[src/rtl/pc_fetch_ctrl.sv]
// Fetch sequencer: owns the PC, issues single-outstanding imem fetches, presents inst to decode.
// Optional exception redirect/EPC capture enabled by defining PC_FETCH_EXC_EN.
module pc_fetch_ctrl #(
  parameter logic [31:0] RESET_PC = 32'h0000_0000,
`ifdef PC_FETCH_EXC_EN
  parameter logic [31:0] EXC_VECTOR = 32'h0000_0080,
`endif
  localparam int unsigned XLEN = 32
) (
  input  logic            clk,
  input  logic            reset,
  input  logic            stall,
  input  logic            redirect,
  input  logic [XLEN-1:0] redirect_pc,
  output logic            imem_req,
  output logic [XLEN-1:0] imem_addr,
  input  logic            imem_gnt,
  input  logic            imem_rvalid,
  input  logic [XLEN-1:0] imem_rdata,
  output logic            inst_valid,
  output logic [XLEN-1:0] inst,
  output logic [XLEN-1:0] inst_pc
`ifdef PC_FETCH_EXC_EN
  ,
  input  logic            exc,
  output logic [XLEN-1:0] epc
`endif
);

  typedef enum logic [1:0] {
    ST_BOOT = 2'd0,
    ST_REQ  = 2'd1,
    ST_WAIT = 2'd2,
    ST_OUT  = 2'd3
  } state_e;

  state_e          state_q, state_d;
  logic [XLEN-1:0] pc_q, pc_d;
  logic [XLEN-1:0] inst_q, inst_d;
  logic [XLEN-1:0] inst_pc_q, inst_pc_d;
  logic            kill_q, kill_d;
  logic            req_q, valid_q;
  logic            flush_c;
  logic [XLEN-1:0] flush_pc_c;
`ifdef PC_FETCH_EXC_EN
  logic [XLEN-1:0] epc_q, epc_d;
`endif

  // Target alignment drops the two low redirect bits entirely.
  logic unused_redirect_lsb;
  assign unused_redirect_lsb = ^redirect_pc[1:0];

  // Control-flow change request; exception outranks branch redirect.
  always_comb begin
`ifdef PC_FETCH_EXC_EN
    flush_c    = (exc | redirect) & (state_q != ST_BOOT);
    flush_pc_c = exc ? {EXC_VECTOR[XLEN-1:2], 2'b00} : {redirect_pc[XLEN-1:2], 2'b00};
`else
    flush_c    = redirect & (state_q != ST_BOOT);
    flush_pc_c = {redirect_pc[XLEN-1:2], 2'b00};
`endif
  end

  // Next-state and datapath updates.
  always_comb begin
    state_d   = state_q;
    pc_d      = pc_q;
    kill_d    = kill_q;
    inst_d    = inst_q;
    inst_pc_d = inst_pc_q;
`ifdef PC_FETCH_EXC_EN
    epc_d     = epc_q;
    if (exc && (state_q != ST_BOOT)) begin
      epc_d = (state_q == ST_OUT) ? inst_pc_q : pc_q;
    end
`endif
    case (state_q)
      ST_BOOT: state_d = ST_REQ;
      ST_REQ: begin
        if (imem_gnt) begin
          state_d = ST_WAIT;
        end
        if (flush_c) begin
          pc_d   = flush_pc_c;
          kill_d = imem_gnt;
        end
      end
      ST_WAIT: begin
        if (flush_c) begin
          pc_d = flush_pc_c;
          if (imem_rvalid) begin
            kill_d  = 1'b0;
            state_d = ST_REQ;
          end else begin
            kill_d = 1'b1;
          end
        end else if (imem_rvalid) begin
          if (kill_q) begin
            kill_d  = 1'b0;
            state_d = ST_REQ;
          end else begin
            inst_d    = imem_rdata;
            inst_pc_d = pc_q;
            state_d   = ST_OUT;
          end
        end
      end
      ST_OUT: begin
        if (flush_c) begin
          pc_d    = flush_pc_c;
          state_d = ST_REQ;
        end else if (!stall) begin
          pc_d    = pc_q + XLEN'(4);
          state_d = ST_REQ;
        end
      end
      default: state_d = ST_BOOT;
    endcase
  end

  // State register; req/valid are registered decodes of the next state.
  always_ff @(posedge clk or negedge reset) begin
    if (!reset) begin
      state_q   <= ST_BOOT;
      pc_q      <= {RESET_PC[XLEN-1:2], 2'b00};
      kill_q    <= 1'b0;
      inst_q    <= '0;
      inst_pc_q <= '0;
      req_q     <= 1'b0;
      valid_q   <= 1'b0;
`ifdef PC_FETCH_EXC_EN
      epc_q     <= '0;
`endif
    end else begin
      state_q   <= state_d;
      pc_q      <= pc_d;
      kill_q    <= kill_d;
      inst_q    <= inst_d;
      inst_pc_q <= inst_pc_d;
      req_q     <= (state_d == ST_REQ);
      valid_q   <= (state_d == ST_OUT);
`ifdef PC_FETCH_EXC_EN
      epc_q     <= epc_d;
`endif
    end
  end

  assign imem_req   = req_q;
  assign imem_addr  = pc_q;
  assign inst_valid = valid_q;
  assign inst       = inst_q;
  assign inst_pc    = inst_pc_q;
`ifdef PC_FETCH_EXC_EN
  assign epc        = epc_q;
`endif

endmodule

[config.mk]
export PLATFORM = sky130hd
export DESIGN_NAME = pc_fetch_ctrl
export DESIGN_NICKNAME = d
export VERILOG_FILES = /design/src/rtl/pc_fetch_ctrl.sv
export SDC_FILE = /design/constraint.sdc
export NUM_CORES = 1
export LEC_CHECK = 0
export BUFFER_PORTS_ARGS = -buffer_cell sky130_fd_sc_hd__buf_2
export CORE_MARGIN = 4
export CORE_UTILIZATION = 40
export CTS_CLUSTER_DIAMETER = 200
export DETAILED_ROUTE_END_ITERATION = 16
export GPL_TIMING_DRIVEN = 0
export PLACE_DENSITY_LB_ADDON = 0.2
export REMOVE_ABC_BUFFERS = 1
export SYNTH_ARGS = -nofsm -noshare
export SYNTH_HDL_FRONTEND = slang
export SYNTH_SLANG_ARGS = --single-unit
[constraint.sdc]
create_clock -name clk -period 2.1 [get_ports clk]
set_input_delay 0.21 -clock clk [delete_from_list [all_inputs] [get_ports clk]]
set_output_delay 0.21 -clock clk [all_outputs]
set_load 0.005 [all_outputs]
### Word-level counts from Yosys, hierarchy flattened

Cells that the tools add are included.

* $add $sub $neg: 1
* equal/unequal tests: 9
* multiplexer cells: 17
* bitwise gates (word level): 3
* reductions and logical operators: 8

Operators by type and width (number)
* $mux W32: 3
* $pmux W32 S2: 1
* $add A32 B3 Y32 const B: 1
* $mux W2: 7
* $pmux W2 S4: 1
* $eq A2 B2 Y1 const B: 3
* $ne A3 B3 Y1 const B: 2
* $reduce_and A3 Y1: 2
* $reduce_bool A2 Y1: 3
* $eq A2 B1 Y1 const B: 2
* $mux W1: 4
* $reduce_and A4 Y1: 1
* $logic_not A2 Y1: 1
* $ne A2 B1 Y1 const B: 1
* $ne A2 B2 Y1 const B: 1
* $not A1 Y1: 2
* $pmux W1 S2: 1
* $reduce_or A2 Y1: 1
* $and A1 B1 Y1: 1

* register bits after elaboration: 101
* input port bits: 70
* output and inout port bits: 98
* word-level logic and storage cells: 45

### Depth between registers and ports, before layout

Gate-level depths: netlist of run 1.

* word-level depth: 5
* depth in mapped cells: 9
* mapped depth without buffers: 7

### Least setup slack after synthesis of run 1

No wires, ideal clock.

* kind: reg2reg
* start point: reg state_q[0]
* end point: reg inst_q[0], in the netlist inst[0]
* library setup time: 0.125 ns
* arrival time: 1.895 ns
* data required time: 1.975 ns
* slack: 0.080 ns
* stages on the path, launching flop included: 7
* path buffers: 1
* period minus slack after synthesis: 2.020 ns
* cell sequence: dfrtp_1 -> inv_1 -> ha_1 -> nor2b_1 -> nor3_2 -> clkbuf_1 -> mux2_2

* word-level cells in the longest chain between the ends: 4
* elaborated cells between the ends (all ways): 5
* classes of those cells: 1 x eq/ne; 2 x bitwise; 2 x reduce/logical

Ends and longest elaborated chain
* from (decl): line 37 `state_e state_q, state_d;`
* from (signal assigned): line 135 `state_q <= state_d;`
* $reduce_bool A2 Y1: line 59 `flush_c = redirect & (state_q != ST_BOOT);`
* $and A1 B1 Y1: line 59
* $not A1 Y1 (no source line)
* $reduce_and A4 Y1 (no source line) (*)
* to (signal assigned): line 138 `inst_q <= inst_d;`
* to (decl): line 39 `logic [XLEN-1:0] inst_q, inst_d;`

Every way passes the cells marked *; elsewhere a longest branch is shown, timed or not.
A chain may end at the register's enable or synchronous reset.

### Final worst setup path of run 1

* start point: reg pc_q[9], in the netlist imem_addr[9]
* end point: reg pc_q[29], in the netlist imem_addr[29]

* word-level cells in the longest chain between the ends: 4

Ends and longest elaborated chain
* from (decl): line 38 `logic [XLEN-1:0] pc_q, pc_d;`
* from (signal assigned): line 125 `pc_q <= {RESET_PC[XLEN-1:2], 2'b00};`
* from (signal assigned): line 136 `pc_q <= pc_d;`
* $add A32 B3 Y32: line 113 `pc_d = pc_q + XLEN'(4);`
* $mux W32: line 112 `end else if (!stall) begin`
* $mux W32: line 109 `if (flush_c) begin`
* $pmux W32 S2: line 77 `case (state_q)`

Every way passes these cells. The select of a mux whose other input is x is not followed.

==> results.rst, run 1 <==
.. list-table::
   :header-rows: 1

   * - Metric
     - Value
   * - Routed len/inst
     - 17.81 microns
   * - Global placer's final weighted congestion
     - 0.7360
   * - Count of buffers inserted at the top-level ports
     - 161
   * - Synth Register Bits
     - 97
   * - Chip height
     - 114.9 microns
   * - FF-to-FF path depth
     - 5
   * - Hold EP
     - inst[29]
   * - Post-route minimum period
     - 2.054 ns
   * - Count of routing violations after the opening detailed-route iteration
     - 290
   * - Cells after DPL
     - 684
   * - Global-route wire length before repair
     - 19,310 microns
   * - Required arrival time at the worst endpoint
     - 2.33 ns
   * - Chip width
     - 114.9 microns
   * - Final setup violation count
     - 0
   * - TritonCTS clock tree
     - built
   * - Status
     - finished, final reports clean
   * - Critical path peak fanout
     - 9
   * - Total Nets Final
     - 644
   * - Static leakage
     - 2.814 nW
   * - H-Tree Depth
     - 3
   * - Number of diodes added for antenna fixing
     - 0
   * - Comb pwr share
     - 43.0%
   * - Crit path launch type
     - flip-flop
   * - Total overflow reported by the global router
     - 0
   * - Clock Root Buffer
     - clkbuf_16
   * - WS Path Type
     - flip-flop to flip-flop
   * - TritonCTS Buffers
     - 9
   * - Layout-stage area growth over the synthesis result
     - 31.85%
   * - FMAX
     - 486.9 MHz
   * - EDFF count, synth
     - 0
   * - Mapped Area
     - 4569 sq um
   * - Antenna violations before repair
     - 0
   * - Count of placed standard cells in the final layout, fillers left out
     - 711
   * - Final worst hold slack
     - 0.09467 ns
   * - Num ports
     - 168
   * - Switching power summed over all nets
     - 3.320 mW
   * - Fraction of power consumed by the clock network
     - 16.9%
   * - Clock transition at path regs
     - 0.06 ns
   * - Final-report hold violation count
     - 0
   * - RSZ-0062 raised after global routing
     - true
   * - Worst min-delay path class
     - input pin to flip-flop
   * - Worst hold path startpoint
     - imem_rdata[29]
   * - Floorplan die area
     - 13,200 sq um
   * - Synthesized netlist cell count
     - 401
   * - Reg2Reg Setup Slack
     - 0.05 ns
   * - Share of flip-flops with an asynchronous set or reset
     - 100.0%
   * - Global routing usage summed across all routing layers
     - 18.66%
   * - Power density relative to cell area
     - 1481 nW/um^2
   * - Most instantiated flip-flop cell in the synthesis netlist
     - dfrtp_1
   * - Mean number of vias per cell
     - 5.534
   * - Worst Clk Skew
     - 0.006178 ns
   * - Worst-case vdd ir drop
     - 869.8 uV
   * - Clock insertion delay at the later pin of the skew report
     - 0.34 ns
   * - Clock Tree Buf Depth
     - 2
   * - Count of different cell masters after synthesis
     - 47
   * - Total routed wirelength
     - 12,660 microns
   * - Initial Utilization
     - 41.42%
   * - Switch share
     - 37.20%
   * - Via count of the first global-routing pass
     - 3,830
   * - Half-perimeter wire length after detailed placement
     - 8533 microns
   * - Period utilization
     - 97.81%
   * - Dpl ws
     - -0.5785 ns
   * - Share of post-route cells with drive strength above 1
     - 48.51%
   * - Maximum number of pins on one net before global-route repair
     - 71
   * - Type of element capturing the critical path
     - flip-flop
   * - Arrival time at the worst endpoint
     - 2.29 ns
   * - Per-instance average area after synthesis
     - 11.39 sq um
   * - Warnings from Yosys
     - 0
   * - Post-layout util
     - 54.62%
   * - Startpoint of the worst register-to-register path
     - imem_addr[9]
   * - Remaining DRCs
     - 0
   * - Number of instances on the worst hold path
     - 2
   * - Sequential fraction of design power
     - 40.1%
   * - Worst setup margin
     - 0.04601 ns
   * - Capture instance of the worst register-to-register path
     - imem_addr[29]
   * - Max cap viols
     - 0
   * - Post-synthesis sequential area ratio
     - 53.12%
   * - Iteration count of the initial detailed-routing pass
     - 4
   * - Overall via count from detail_route
     - 3,935
   * - Cell Rows
     - 38
   * - Count of clock tree sinks
     - 97
   * - Antenna viol nets, final
     - 0
   * - Core Box Area
     - 11,030 sq um
   * - Final-report max-slew violation count
     - 0
   * - Internal power
     - 5.604 mW
## registers in the layout, indices dropped and copies added (netlist names)
name,count
state_q,2
inst_valid,1
imem_req,1
inst,32
imem_addr,30
kill_q,1
inst_pc,30
## worst max-delay path, stage by stage, from the launching register on
cell	delay (ns)
dfrtp_2	0.47
nand4_4	0.19
or4_4	0.63
nor4_4	0.29
nor3_1	0.07
a311oi_1	0.28
## layer usage
| metal | wire [microns] | up-vias | GRT usage [%] |
|---|---|---|---|
| met1 | 5316 | 1938 | 23.77 |
| met3 | 1005 | 14 | 6.474 |
| met5 | 0 | - | 0 |
| met4 | 181 | 0 | 5.477 |
| li1 | - | 1817 | - |
| met2 | 6157 | 166 | 30.21 |
## cells by family (layout without fill, tap and decap cells)
| family | count (synthesis) | count (layout) | share of synthesized area, % |
|---|---|---|---|
| flops | 97 | 97 | 53.12 |
| simple gates | 109 | 111 | 12.98 |
| fa+ha+maj | 6 | 6 | 1.643 |
| buf+inv | 30 | 194 | 2.820 |
| mux | 66 | 66 | 16.18 |
| other cells | 1 | 4 | 0.08207 |
| compound gates | 92 | 93 | 13.17 |
## cells in the final DEF (no fill, tap or decap), types with 3 or more instances in the layout
cell type  count
clkbuf_16      9
nand2_1       32
o22ai_1        9
conb_1         4
dfrtp_1       92
buf_2        160
nand3_1       10
buf_4         10
dfrtp_2        5
nor2b_1        4
o21ai_0       11
o22a_1         3
a21oi_1       29
a2bb2oi_1     11
nor4_4         3
nor3_1         5
o211ai_1       3
nor2_1        20
and4_1         5
inv_1          4
ha_1           5
and3_1         6
a31oi_1        8
mux2_2        63
mux2i_1        3
nand4_1        6
clkbuf_1       3
## cells in the mapped netlist, types with 2 or more instances
library cell,n,area [sq um]
a21oi_1,30,150.1
a2bb2oi_1,11,96.34
a311o_1,2,20.02
a311oi_1,2,17.52
a31oi_1,8,50.05
and2_1,3,18.77
and3_1,6,37.54
and4_1,5,43.79
buf_1,3,11.26
buf_4,4,30.03
clkbuf_1,18,67.56
dfrtp_1,97,2427
ha_1,6,75.07
inv_1,4,15.01
mux2_2,63,709.4
mux2i_1,3,30.03
nand2_1,34,127.6
nand2b_1,3,18.77
nand3_1,11,55.05
nand4_1,6,37.54
nor2_1,21,78.83
nor2b_1,4,25.02
nor3_1,5,25.02
nor3_2,3,30.03
nor4_1,2,12.51
o211ai_1,3,22.52
o21ai_0,12,60.06
o22a_1,3,26.28
o22ai_1,9,56.30
o311ai_0,2,17.52
o31ai_1,2,15.01
## stage by stage
step / cell area (sq um) / power (mW) / setup TNS, ns
after floorplan: 4467 / 5.460 / -119.64
after global placement: 5448 / 6.905 / -233.49
after detailed placement: 5562 / 7.120 / -10.04
after CTS: 5928 / 8.805 / 0
after global routing: 6025 / 9.605 / -0.03945
final: 6025 / 8.924 / 0
## layout make-up
type | count | area [sq um]
well taps | 140 | 175.2
inverters | 4 | 15.01
clock buffers | 14 | 264.0
multi-input cells | 280 | 2141
repair buffers | 176 | 996.0
flip-flops and latches | 97 | 2434
fillers | 991 | 5006
## what timing repair did
item | in CTS | in global routing
hold endpoints to repair | 27 | 0
hold buffers | 1 | 0
pin swaps | 4 | 2
endpoints found under the setup margin | 51 | 37
setup buffers | 3 | 7
gates resized for setup | 14 | 10
gates cloned | 2 | 1
## worst max-delay path by stage
| stage | start | endpoint | slack, ns | cells after the start |
|---|---|---|---|---|
| after floorplan | state_q[0] | inst[0] | -1.72 | 5 |
| after global placement | state_q[0] | inst_valid | -2.89 | 7 |
| after detailed placement | state_q[0] | imem_addr[19] | -0.58 | 6 |
| after CTS | state_q[1] | imem_addr[19] | 0.01 | 6 |
| after global routing | imem_addr[9] | imem_addr[29] | -0.04 | 5 |
| final | imem_addr[9] | imem_addr[29] | 0.05 | 5 |
## power by group through the flow
stage / sequential (mW) / clock [mW] / combinational [mW]
after global placement: 3.52 / 0 / 3.39
after global routing: 3.73 / 1.63 / 4.24
final: 3.58 / 1.51 / 3.84
after detailed placement: 3.59 / 0 / 3.53
after floorplan: 3.52 / 0 / 1.94
after CTS: 3.56 / 1.56 / 3.68
No activity file was read; power rests on OpenSTA's default activity.
==> run 2: changes to the inputs <==
Settings changed: GPL_TIMING_DRIVEN 0 to not set.
==> run 2 against run 1 <==
Compared with the run above:
- non-clock buffer count up 12
- worst hold slack better by 0.0041 ns
- sequential share of layout area down 0.65 points
- largest power group unchanged
- highest routed layer unchanged
==> results.rst, run 2 (synthesized netlist as in run 1, its figures left out) <==
.. list-table::
   :header-rows: 1

   * - Metric
     - Value
   * - Status
     - finished, final reports clean
   * - Clock transition at path regs
     - 0.07 ns (about the same)
   * - Most used cells in the layout excluding fill and tap cells
     - buf_2, dfrtp_1, mux2_2, nand2_1, a21oi_1
   * - Via count of the first global-routing pass
     - 3,899 (+1.8%)
   * - Share of post-route cells with drive strength above 1
     - 47.94% (-0.57 points)
   * - Crit-path most repeated cell
     - o21ai_0
   * - FF-to-FF path depth
     - 8 (+3)
   * - Sequential fraction of design power
     - 37.3% (-2.8 points)
   * - Global-route wire length before repair
     - 19,400 microns (+0.46%)
   * - Remaining DRCs
     - 0 (unchanged)
   * - Power density relative to cell area
     - 1534 nW/um^2 (+3.6%)
   * - Most common cell after layout, fill and taps aside
     - buf_2
   * - Total routed wirelength
     - 11,850 microns (-6.4%)
   * - Clock Root Buffer
     - clkbuf_16
   * - Chip width
     - 114.9 microns (unchanged)
   * - Arrival time at the worst endpoint
     - 2.18 ns (-0.11 ns)
   * - Type of element capturing the critical path
     - flip-flop
   * - Dpl ws
     - 0.05049 ns (+0.6289 ns)
   * - RSZ-0062 raised after global routing
     - true
   * - Critical path peak fanout
     - 12 (+3)
   * - Category of cells accounting for the largest share of critical-path delay
     - compound AO/OA/AOI/OAI gates
   * - Final setup violation count
     - 0 (unchanged)
   * - Num ports
     - 168 (unchanged)
   * - Count of buffers inserted at the top-level ports
     - 161 (unchanged)
   * - Switch share
     - 34.27% (-2.9 points)
   * - Chip height
     - 114.9 microns (unchanged)
   * - Layout-stage area growth over the synthesis result
     - 33.65%
   * - Clock Tree Buf Depth
     - 2 (unchanged)
   * - H-Tree Depth
     - 3 (unchanged)
   * - Pin slew with the least headroom to its limit
     - 0.5885 ns
   * - Slowest Stage Delay on Critical Path
     - 0.43 ns (-0.20 ns)
   * - Total Nets Final
     - 653 (+1.4%)
   * - Cell Rows
     - 38 (unchanged)
   * - Worst min-delay path class
     - input pin to flip-flop
   * - Slew headroom
     - 60.77%
   * - Floorplan die area
     - 13,200 sq um (unchanged)
   * - Mean number of vias per cell
     - 5.294 (-4.4%)
   * - Comb pwr share
     - 40.1% (-2.9 points)
   * - Fraction of power consumed by the clock network
     - 22.6% (+5.7 points)
   * - Half-perimeter wire length after detailed placement
     - 8973 microns (+5.2%)
   * - Maximum number of pins on one net before global-route repair
     - 45 (-37%)
   * - Worst-case vdd ir drop
     - 684.1 uV (-21%)
   * - Overall power after layout
     - 9.369 mW (+5.0%)
   * - Switching power summed over all nets
     - 3.211 mW (-3.3%)
   * - Depth of the critical timing path with buffers and inverters included
     - 8 (+3)
   * - Worst setup margin
     - 0.1329 ns (+0.08686 ns)
   * - Iteration count of the initial detailed-routing pass
     - 4 (unchanged)
   * - Overall via count from detail_route
     - 3,822 (-2.9%)
   * - Global routing usage summed across all routing layers
     - 18.34% (-0.32 points)
   * - Initial Utilization
     - 41.42% (unchanged)
   * - Static leakage
     - 2.881 nW (+2.4%)
   * - Total overflow reported by the global router
     - 0 (unchanged)
   * - Final-report max-slew violation count
     - 0 (unchanged)
   * - Crit path buf inv count
     - 2 (+2)
   * - Count of clock tree sinks
     - 97 (unchanged)
   * - Count of routing violations after the opening detailed-route iteration
     - 236 (-19%)
   * - Crit path launch type
     - flip-flop
   * - Total non-filler cell area in the finished layout
     - 6107 sq um (+1.4%)
   * - Worst Clk Skew
     - 0.006075 ns (-0.0001029 ns)
   * - Period utilization
     - 93.67% (-4.1 points)
   * - Area after DPL
     - 5694 sq um (+2.4%)
   * - Post-route minimum period
     - 1.967 ns (-0.08686 ns)
   * - FMAX
     - 508.4 MHz (+4.4%)
   * - Global placer's final weighted congestion
     - 0.8315 (+13%)
   * - Antenna violations before repair
     - 0 (unchanged)
   * - Critical-path top delay cell
     - dfrtp_1
   * - TritonCTS clock tree
     - built
   * - Number of flip-flops in the largest register
     - 32 (unchanged)
   * - Core Box Area
     - 11,030 sq um (unchanged)
   * - TritonCTS Buffers
     - 9 (unchanged)
   * - WS Path Type
     - flip-flop to flip-flop
   * - Number of instances on the worst hold path
     - 2 (unchanged)
   * - Routed len/inst
     - 16.41 microns (-7.9%)
   * - CP cell instances
     - inv_1 > ha_2 > a21oi_1 > o21ba_2 > buf_4 > o21ai_0 > nand2_1 > o21ai_0
   * - Max cap viols
     - 0 (unchanged)
   * - Internal power
     - 6.158 mW (+9.9%)
   * - Number of diodes added for antenna fixing
     - 0 (unchanged)
   * - Antenna viol nets, final
     - 0 (unchanged)
   * - Final-report hold violation count
     - 0 (unchanged)
   * - Required arrival time at the worst endpoint
     - 2.32 ns (about the same)
   * - Clock insertion delay at the later pin of the skew report
     - 0.34 ns (about the same)
[run 2: cell types whose count changed in the layout (fill, tap and decap cells not counted), sizes merged]
cell      change
and2          -2
bufinv        +5
buf          +12
o21ba         -1
clkinvlp      +1
clkbuf        -5
clkinv        +1
[run 2: worst paths after layout]
path / startpoint / slack [ns] / endpoint
max in group asynchronous: reset / 1.03 / inst[21]
worst min-delay path: imem_rdata[2] / 0.1 / inst[2]
worst min register to register: inst_pc[3] / 0.50 / inst_pc[3]
worst max register to register: state_q[0] / 0.13 / imem_addr[9]
min in group asynchronous: reset / 0.41 / state_q[0]
worst max-delay path: state_q[0] / 0.13 / imem_addr[9]
[run 2: per-stage QoR]
stage	std cells	utilization (%)	hold WS [ns]	setup TNS [ns]
global placement	705	51.62	0.2490	0
CTS	722	55.26	0.08179	0
detailed placement	705	51.62	0.2493	0
global route	722	55.37	0.09517	-0.02118
floorplan	378	-	-0.08559	-119.64
finish	722	55.37	0.09877	0
[run 2: metal layers]
| layer | global-route usage (%) | share of wire, % | routed length, microns |
|---|---|---|---|
| met4 | 6.260 | 1.9 | 223 |
| met5 | 0 | 0 | 0 |
| met2 | 29.40 | 48 | 5724 |
| met3 | 4.211 | 7.0 | 828 |
| met1 | 24.60 | 43 | 5069 |
[run 2: what timing repair did]
| action | CTS | global route |
|---|---|---|
| setup endpoints to repair | 0 | 50 |
| resized for setup | 0 | 5 |
| endpoints found under the hold margin | 41 | 0 |
| hold buffers | 1 | 0 |
| buffers inserted | 0 | 0 |
[run 2: power by group through the flow]
stage          Sequential, mW  Combinational [mW]  Clock, mW
4_1_cts                  3.50                3.81       2.18
6_report                 3.49                3.76       2.12
3_5_place_dp             3.53                3.80          0
5_1_grt                  3.65                4.21       2.23
3_3_place_gp             3.47                3.71          0
2_1_floorplan            3.52                1.94          0
[run 2: worst reg2reg max path, stage by stage, from the launching register on]
cell     delay, ns
dfrtp_1       0.43
inv_1         0.11
ha_2          0.28
a21oi_1       0.21
o21ba_2       0.32
buf_4         0.25
o21ai_0       0.10
nand2_1       0.08
o21ai_0       0.07
[run 2: cell type report]
| class | instances | area, sq um |
|---|---|---|
| clock buffers | 9 | 225.2 |
| well taps | 140 | 175.2 |
| inverters | 4 | 15.01 |
| fillers | 986 | 4923 |
| multi-input cells | 277 | 2039 |
| clock inverters | 7 | 166.4 |
| flip-flops and latches | 97 | 2427 |
| repair buffers | 188 | 1059 |
==> run 3: changes to the inputs <==
Settings changed: ABC_AREA set to 1.
==> run 3 against run 2 <==
Compared with the run above:
- routed wire length is 11% higher
- non-clock buffer count is 18 lower
- fmax is 3.9% higher
- worst hold slack worse by 0.034 ns
- die area is 8.4% higher
==> results.rst, run 3 <==
.. list-table::
   :header-rows: 1

   * - Metric
     - Value
   * - Max cap viols
     - 0 (unchanged)
   * - EDFF count, synth
     - 0 (unchanged)
   * - Core Box Area
     - 12,110 sq um (+9.8%)
   * - Clock Tree Buf Depth
     - 2 (unchanged)
   * - Most used cells in the layout excluding fill and tap cells
     - nand2_1, buf_2, nor2_1, dfrtp_1, o21ai_0
   * - Count of buffers inserted at the top-level ports
     - 161 (unchanged)
   * - Num ports
     - 168 (unchanged)
   * - Switch share
     - 40.11% (+5.8 points)
   * - Floorplan die area
     - 14,310 sq um (+8.4%)
   * - Worst min-delay path class
     - input pin to flip-flop
   * - Total Nets Final
     - 844 (+29%)
   * - Cell with the most instances after synthesis
     - nand2_1
   * - Dominant cell type by area after synthesis
     - dfrtp_1
   * - Switching power summed over all nets
     - 3.497 mW (+8.9%)
   * - Static leakage
     - 3.228 nW (+12%)
   * - Slew headroom
     - 62.48% (+1.7 points)
   * - Synthesized netlist cell count
     - 610 (+52%)
   * - Final worst hold slack
     - 0.06442 ns (-0.03434 ns)
   * - Total overflow reported by the global router
     - 0 (unchanged)
   * - Share of flip-flops with an asynchronous set or reset
     - 100.0% (unchanged)
   * - Fraction of power consumed by the clock network
     - 19.1% (-3.5 points)
   * - Number of flip-flops in the largest register
     - 32 (unchanged)
   * - Routed len/inst
     - 14.01 microns (-15%)
   * - Power density relative to cell area
     - 1395 nW/um^2 (-9.1%)
   * - Per-instance average area after synthesis
     - 8.170 sq um (-28%)
   * - Via count of the first global-routing pass
     - 4,386 (+12%)
   * - Antenna violations before repair
     - 1 (+1)
   * - Final setup violation count
     - 0 (unchanged)
   * - Total non-filler cell area in the finished layout
     - 6251 sq um (+2.4%)
   * - Count of clock tree sinks
     - 97 (unchanged)
   * - Most common cell after layout, fill and taps aside
     - nand2_1
   * - Period utilization
     - 90.11% (-3.6 points)
   * - Remaining DRCs
     - 0 (unchanged)
   * - Area after DPL
     - 5943 sq um (+4.4%)
   * - Final-report max-slew violation count
     - 0 (unchanged)
   * - Count of different cell masters after synthesis
     - 32 (-32%)
   * - Final-report hold violation count
     - 0 (unchanged)
   * - Type of element capturing the critical path
     - flip-flop
   * - Global placer's final weighted congestion
     - 0.8879 (+6.8%)
   * - Synth Register Bits
     - 97 (unchanged)
   * - WS Path Type
     - flip-flop to flip-flop
   * - Main area contributors after synthesis
     - dfrtp_1, nand2_1, nor2_1
   * - Initial Utilization
     - 41.15% (-0.28 points)
   * - Clock transition at path regs
     - 0.07 ns (about the same)
   * - Maximum number of pins on one net before global-route repair
     - 98 (+120%)
   * - Arrival time at the worst endpoint
     - 2.17 ns (about the same)
   * - Post-synthesis sequential area ratio
     - 48.71% (-4.4 points)
   * - Iteration count of the initial detailed-routing pass
     - 4 (unchanged)
   * - H-Tree Depth
     - 3 (unchanged)
   * - Internal power
     - 5.221 mW (-15%)
   * - Share of the synthesized area in the top cell type
     - 48.71% (-4.4 points)
   * - Top post-synthesis cells by count
     - nand2_1, nor2_1, dfrtp_1
   * - Chip width
     - 119.6 microns (+4.1%)
   * - TritonCTS clock tree
     - built
   * - Post-layout util
     - 51.61% (-3.8 points)
   * - Layout-stage area growth over the synthesis result
     - 25.43%
   * - Worst-case vdd ir drop
     - 566.5 uV (-17%)
   * - Antenna viol nets, final
     - 0 (unchanged)
   * - Clock insertion delay at the later pin of the skew report
     - 0.35 ns (about the same)
   * - Count of routing violations after the opening detailed-route iteration
     - 161 (-32%)
   * - RSZ-0062 raised after global routing
     - false
   * - Global-route wire length before repair
     - 21,830 microns (+13%)
   * - Pin slew with the least headroom to its limit
     - 0.5629 ns (-0.02564 ns)
   * - Mean number of vias per cell
     - 4.719 (-11%)
   * - Mapped Area
     - 4984 sq um (+9.1%)
   * - Most instantiated flip-flop cell in the synthesis netlist
     - dfrtp_1
   * - Overall via count from detail_route
     - 4,441 (+16%)
   * - Clock Root Buffer
     - clkbuf_16
   * - CTS-repair resized insts
     - 0 (unchanged)
   * - Post-route minimum period
     - 1.892 ns (-0.07472 ns)
   * - Global routing usage summed across all routing layers
     - 18.87% (+0.53 points)
   * - Chip height
     - 119.6 microns (+4.1%)
   * - TritonCTS Buffers
     - 9 (unchanged)
   * - Warnings from Yosys
     - 0 (unchanged)
   * - Cell Rows
     - 40 (+5.3%)
   * - Status
     - finished, final reports clean
   * - Half-perimeter wire length after detailed placement
     - 10,030 microns (+12%)
   * - Total routed wirelength
     - 13,190 microns (+11%)
   * - Sequential fraction of design power
     - 39.6% (+2.3 points)
   * - FMAX
     - 528.4 MHz (+3.9%)
   * - Crit path launch type
     - flip-flop
   * - Required arrival time at the worst endpoint
     - 2.38 ns (+0.06 ns)
   * - Comb pwr share
     - 41.3% (+1.2 points)
   * - Worst Clk Skew
     - 0.006173 ns (+0.00009714 ns)
   * - Critical path peak fanout
     - 20 (+8)
   * - Share of post-route cells with drive strength above 1
     - 29.79% (-18 points)
[run 3: changes by cell type in the layout (fill, tap and decap cells not counted), sizes merged, moves of 18 or more]
cell and delta:
mux2 -28, nand3 +24, inv +41, nor2 +89, buf -18, o21ai +41, nand2 +142, a21oi -24
[run 3: final timing paths]
path,slack [ns],end,startpoint,cells past startpoint
setup / recovery,0.21,imem_addr[6],state_q[0],9
hold reg to reg,0.48,inst_pc[20],inst_pc[20],2
min in group asynchronous,0.41,inst[4],reset,3
hold / removal,0.06,inst[0],imem_rdata[0],2
setup reg to reg,0.21,imem_addr[6],state_q[0],9
max in group asynchronous,1.22,inst_pc[30],reset,3
[run 3: critical path, cell delays in order (launching register included)]
cell     delay (ns)
dfrtp_1        0.41
inv_1          0.11
ha_1           0.23
inv_2          0.13
nand2_1        0.10
nand2_1        0.09
nand3_2        0.13
inv_2          0.34
o21ai_1        0.12
a21oi_1        0.17
[run 3: final cells by class]
cell class,instances,area [sq um]
clock inverters,5,56.30
repair buffers,170,915.9
well taps,168,210.2
multi-input cells,445,2231
diodes,1,2.502
clock buffers,10,239.0
inverters,45,168.9
flip-flops and latches,97,2427
fillers,1231,5861
[run 3: through the flow]
step                worst slack (ns)  power (mW)  std cells  setup TNS [ns]
global route                 0.02631       9.484        941               0
CTS                           0.2042       8.823        940               0
finish                        0.2076       8.718        941               0
detailed placement            0.2249       7.140        924               0
floorplan                    -0.9695       5.403        587          -25.29
global placement              0.3334       7.004        924               0
[run 3: timing repair]
item                       4_1_cts  5_1_grt
hold endpoints to repair        97        0
setup buffers                    0        0
setup endpoints to repair        0        0
hold buffers                     1        0
[run 3: layer usage]
metal / track usage (%) / vias to the layer above / routed length [microns]
met2: 31.46 / 112 / 6455
met5: 0 / - / 0
met3: 3.393 / 11 / 666
met1: 24.74 / 2072 / 5911
met4: 6.657 / 0 / 155
li1: - / 2246 / -
[run 3: cell families after synthesis]
| group | synth area share (%) |
|---|---|
| AOI/OAI and AO/OA | 7.206 |
| DFF | 48.71 |
| adders and majority gates | 1.506 |
| xor gates and xnor gates | 0.8787 |
| and+or+nand+nor | 26.81 |
| other | 0.07525 |
| buffers and inverters | 6.904 |
| muxes | 7.908 |
[run 3: power groups by stage]
stage	registers [mW]	clock network, mW	logic, mW
global route	3.60	1.78	4.11
floorplan	3.43	0	1.98
CTS	3.45	1.70	3.66
detailed placement	3.49	0	3.65
finish	3.45	1.66	3.60
global placement	3.44	0	3.56
